## src/rtl/redirect_ctrl.sv

```systemverilog
// redirect_ctrl: sequences a front-end redirect after a resolved branch/jump
// or a trap. The accepted target is latched, issued to instruction memory
// with a req/ack handshake, and followed by a fixed drain window that keeps
// the IF/ID stage squashed while stale fetches retire.
// FLUSH_CYCLES must lie in 1..15 (the drain counter is 4 bits wide).
module redirect_ctrl #(
  parameter int unsigned FLUSH_CYCLES = 2,
  parameter int unsigned CNT_W        = 16
) (
  input  logic             clk,
  input  logic             rst,
  input  logic             i_stall,
  input  logic             i_branch_flush,
  input  logic [31:0]      i_branch_pc,
  input  logic             i_trap,
  input  logic [31:0]      i_trap_pc,
  input  logic             i_imem_ack,
  output logic             o_imem_req,
  output logic [31:0]      o_redirect_pc,
  output logic             o_pc_redirect,
  output logic             o_flush_if,
  output logic             o_flush_id,
  output logic             o_hold_fetch,
  output logic             o_busy,
  output logic             o_misalign_err,
  output logic [CNT_W-1:0] o_redirect_cnt
);

  typedef enum logic [1:0] {
    S_RUN   = 2'd0,
    S_ISSUE = 2'd1,
    S_DRAIN = 2'd2
  } state_e;

  localparam logic [3:0]       DRAIN_LOAD = 4'(FLUSH_CYCLES);
  localparam logic [CNT_W-1:0] CNT_MAX    = {CNT_W{1'b1}};

  state_e            state_q;
  logic [31:0]       target_q;
  logic [3:0]        drain_q;
  logic [CNT_W-1:0]  cnt_q;

  logic in_run_s;
  logic in_issue_s;
  logic in_drain_s;
  logic br_cand_s;
  logic br_acc_s;
  logic trap_acc_s;
  logic mis_s;

  // Decode the current state and classify this cycle's redirect requests.
  // A branch only counts in RUN, when not stalled and not beaten by a trap;
  // its target alignment decides between accept and misalign reject.
  always_comb begin
    in_run_s   = (state_q == S_RUN);
    in_issue_s = (state_q == S_ISSUE);
    in_drain_s = (state_q == S_DRAIN);
    trap_acc_s = in_run_s & i_trap;
    br_cand_s  = in_run_s & i_branch_flush & ~i_stall & ~i_trap;
    if (i_branch_pc[1:0] == 2'b00) begin
      br_acc_s = br_cand_s;
      mis_s    = 1'b0;
    end else begin
      br_acc_s = 1'b0;
      mis_s    = br_cand_s;
    end
  end

  // Redirect FSM: target latch, drain countdown and saturating redirect count.
  always_ff @(posedge clk) begin
    if (rst) begin
      state_q  <= S_RUN;
      target_q <= 32'd0;
      drain_q  <= 4'd0;
      cnt_q    <= {CNT_W{1'b0}};
    end else begin
      case (state_q)
        S_RUN: begin
          if (trap_acc_s) begin
            target_q <= i_trap_pc;
            state_q  <= S_ISSUE;
          end else if (br_acc_s) begin
            target_q <= i_branch_pc;
            state_q  <= S_ISSUE;
          end else begin
            state_q  <= S_RUN;
          end
        end
        S_ISSUE: begin
          // An ack always completes the current redirect, even if a trap
          // arrives in the same cycle and immediately starts a new one.
          if (i_imem_ack) begin
            drain_q <= DRAIN_LOAD;
            if (cnt_q != CNT_MAX) begin
              cnt_q <= cnt_q + {{(CNT_W-1){1'b0}}, 1'b1};
            end else begin
              cnt_q <= cnt_q;
            end
          end else begin
            drain_q <= drain_q;
          end
          if (i_trap) begin
            target_q <= i_trap_pc;
            state_q  <= S_ISSUE;
          end else if (i_imem_ack) begin
            state_q  <= S_DRAIN;
          end else begin
            state_q  <= S_ISSUE;
          end
        end
        S_DRAIN: begin
          if (i_trap) begin
            target_q <= i_trap_pc;
            state_q  <= S_ISSUE;
          end else if (drain_q <= 4'd1) begin
            drain_q  <= 4'd0;
            state_q  <= S_RUN;
          end else begin
            drain_q  <= drain_q - 4'd1;
            state_q  <= S_DRAIN;
          end
        end
        default: begin
          state_q <= S_RUN;
          drain_q <= 4'd0;
        end
      endcase
    end
  end

  // Output decode. Outputs are forced low while reset is asserted so a
  // redirect abandoned by reset never produces a PC load pulse.
  always_comb begin
    if (rst) begin
      o_imem_req     = 1'b0;
      o_pc_redirect  = 1'b0;
      o_flush_if     = 1'b0;
      o_flush_id     = 1'b0;
      o_hold_fetch   = 1'b0;
      o_busy         = 1'b0;
      o_misalign_err = 1'b0;
    end else begin
      o_imem_req     = in_issue_s;
      o_pc_redirect  = in_issue_s & i_imem_ack;
      o_flush_if     = in_issue_s | in_drain_s;
      o_flush_id     = in_issue_s | trap_acc_s | br_acc_s;
      o_hold_fetch   = in_issue_s;
      o_busy         = ~in_run_s;
      o_misalign_err = mis_s;
    end
  end

  assign o_redirect_pc  = target_q;
  assign o_redirect_cnt = cnt_q;

endmodule

```

## config.mk

```make
export PLATFORM = sky130hd
export DESIGN_NAME = redirect_ctrl
export DESIGN_NICKNAME = d
export VERILOG_FILES = /design/src/rtl/redirect_ctrl.sv
export SDC_FILE = /design/constraint.sdc
export NUM_CORES = 1
export LEC_CHECK = 0
export ABC_AREA = 1
export CAP_MARGIN = 20
export CORE_ASPECT_RATIO = 2
export CORE_MARGIN = 2
export CORE_UTILIZATION = 50
export DETAILED_ROUTE_END_ITERATION = 12
export DONT_BUFFER_PORTS = 1
export PLACE_DENSITY = 0.71
export SKIP_LAST_GASP = 1
export SYNTH_ARGS = -nofsm -noshare
export SYNTH_HDL_FRONTEND = slang
export SYNTH_SLANG_ARGS = --single-unit
```

## constraint.sdc

```tcl
create_clock -name clk -period 1.89 [get_ports clk]
set_clock_uncertainty 0.05 [all_clocks]
set_input_delay 0.378 -clock clk [delete_from_list [all_inputs] [get_ports clk]]
set_output_delay 0.378 -clock clk [all_outputs]
set_load 0.02 [all_outputs]
```

==> impl_metrics.toml <==
[run_status]
status = "finished, final reports clean"

[critical_path]
crit_family = "flip-flops"
end_kind = "primary output"
crit_top_cell = "inv_2"
cp.arrival_ns = 1.46
slowest_stage = "dfxtp_2"
reg2reg_to = "o_redirect_cnt[14]"
timing.rr.start = "o_redirect_cnt[0]"
worstPathCellList = "inv_2 -> ha_4 -> nand2_2 -> inv_2 -> nand3_2 -> nand2_2 -> inv_2 -> a21oi_2 -> buf_4"
critPathMaxStageDelay_ns = 0.33
worstPathRequired_ns = 1.46
crit_type = "flop to primary output"
path_max_fanout = 3
rrSetupSlack_ns = 0.23
crit_buf_inv = 4
cp-start-kind = "flop"
ff2ff_path_depth = 7

[floorplan]
die_area_um2 = 6860
rows = 40
die_x_um = 59.6
initial_core_util = 0.514
ioPinCount = 125
die_y_um = 115
coreArea_um2 = 6010

[placed_design]
post-place-cells = 541
gp_congestion = 0.877
pre_cts_slack_ns = 0.167
place_area_um2 = 3270
dp_hpwl_um = 6170
port_buffers = 0

[drt]
ant_nets = 0
drt_iter0_drc = 144
routed_wl_um = 8560
drc_errors = 0
vias = 3200
routedWlPerCell_um = 15.5
dr.pass1.iters = 4
vias_per_cell = 5.81

[sta]
worst_slew_pin_slew_ns = 0.385
worst_slack_ns = 0.00549
fmax_mhz = 531
grt_setup_unrepaired = "yes"
setup_tns_ns = 0
slew_violations = 0
fin_crit_sh = 0.997
hold_violations = 0
maxSlewHeadroom = 0.742
period_minus_slack_ns = 1.88
setup_viol = 0

[cts]
cts.htree.levels = 2
cts_hold_buf = 0
cts-root-buf = "clkbuf_16"
cts_tree = "yes"
cts_inserted_buffers = 5
clkTransAtPathRegs_ns = 0.07
clk_path_buf_depth = 2
clkSinkCount = 54
clk_latency_ns = 0.29

[pwr]
power.density_nw_per_um2 = 856
p_leak_nw = 1.53
vdd_drop_max_mv = 0.696

[global_route]
antenna_found_initial = 0
grt_pass1_vias = 2931
gr-total-overflow = 0
track_usage = 0.242
grt_pass1_wl_um = 12900
grt_start_max_net_pins = 53

[synthesis]
synth_edf_count = 0
netlist_instances = 476
ys_warn_count = 0
synth_area_leader_cell = "dfxtp_1"
ys_ff_latch = 54
synth_area_per_cell_um2 = 6.49
synth.most_common_cell = "nand2_1"
ys.flop_type = "dfxtp_1"
synth_cell_types = 26
synth_top_area_share = 0.350
syn-num-nets = 553
synth_common_cells = "166 x nand2_1, 54 x dfxtp_1, 49 x a21oi_1"
synthArstFlopShare = 0
synthesis.area_um2 = 3090
ys_seq_area_frac = 0.350
ys_top_cells_by_area = "dfxtp_1 35%, nand2_1 20%, a21oi_1 7.9%, nand4_1 7.7%, nand3_1 7.5%"

[layout]
drive_gt1_frac = 0.137
antenna_cells = 0
area.growth.synth_to_final_pct = 13.6
fin_area_um2 = 3510
final_util = 0.584
final_nets = 565
fillers = 605
final_cell_count_no_fill = 551

[worst_hold_path]
worstHoldEndpoint = "o_redirect_cnt[11]"
holdPathStages = 1
hp-start = "rst"
hp-class = "primary input to flop"

[run]
cap_viol_max_count = 0
per-stage QoR:
stage | total power, mW | hold slack (ns)
detailed placement | 1.95 | 0.404
global route | 3.15 | 0.0892
global placement | 1.93 | 0.404
CTS | 3.00 | 0.0943
floorplan | 1.83 | 0.407
finish | 3.00 | 0.0979
sequential cells by signal (all words and copies together) (netlist names):
register        cells
o_redirect_cnt     16
state_q             2
o_redirect_pc      32
drain_q             4
worst reg2reg max path: cells and delay by family (launching register included):
kind,cells,cell delay (ns)
AOI/OAI and AO/OA,1,0.13
DFF,1,0.41
and+or+nand+nor,5,0.75
adders and majority gates,1,0.27
metal layers:
metal  vias up  wire (um)  global-route usage
met3        17        493              0.0585
li1       1597          -                   -
met2       116       4730               0.462
met1      1470       3100               0.232
met5         -          0                   0
met4         0        230               0.110
how the worst max path moves through the flow:
stage	slack, ns	start	to	cells after the start
2_1_floorplan	0.11	state_q[0]	o_flush_id	7
3_3_place_gp	0.24	state_q[0]	o_redirect_pc[17]	8
3_5_place_dp	0.17	state_q[0]	o_redirect_pc[26]	8
4_1_cts	-0.07	state_q[1]	o_flush_id	9
5_1_grt	-0.08	state_q[1]	o_flush_id	9
6_report	0.005	state_q[1]	o_flush_id	9
repair_timing:
| item | CTS | global route |
|---|---|---|
| setup buffers | 0 | 3 |
| gates resized for setup | 2 | 14 |
| pin swaps | 0 | 3 |
| endpoints found under the setup margin | 2 | 5 |
layout make-up:
class	instances	area, um^2	share of cell area
clock buffer	6	139	0.0396
timing repair buffer	35	300	0.0856
sequential	54	1080	0.309
tap	63	78.8	0.0225
clock inverter	1	30.0	0.00856
multi-input combinational	365	1780	0.506
inverter	27	101	0.0289
kinds of logic after synthesis:
kind of cell | synth area share
AOI/OAI and AO/OA | 0.0903
and+or+nand+nor | 0.423
adders and majority gates | 0.0284
buffers and inverters | 0.0887
DFF | 0.350
xor gates and xnor gates | 0.0198
layout by cell type (no fill, tap or decap), types with 2 or more instances in the layout:
cell,synthesis,layout
nand3_2,2,3
buf_4,10,32
nand3_1,46,45
inv_1,25,21
xor2_1,3,3
nand2_2,4,5
nand2_1,166,164
clkbuf_16,0,5
nand4_1,38,38
nor2_1,34,32
dfxtp_2,0,2
a21oi_1,49,48
inv_2,1,5
o21ai_0,5,5
dfxtp_1,54,52
xnor2_1,4,4
nor2_2,2,4
ha_1,7,6
buf_12,0,3
report_power, final:
part,internal [mW],leakage [nW],total (mW),switching [mW]
clock network,0.654,0.0829,1.06,0.405
registers,1.22,0.442,1.38,0.155
logic,0.225,1.01,0.567,0.342
Power figures use the tool's default switching activity.
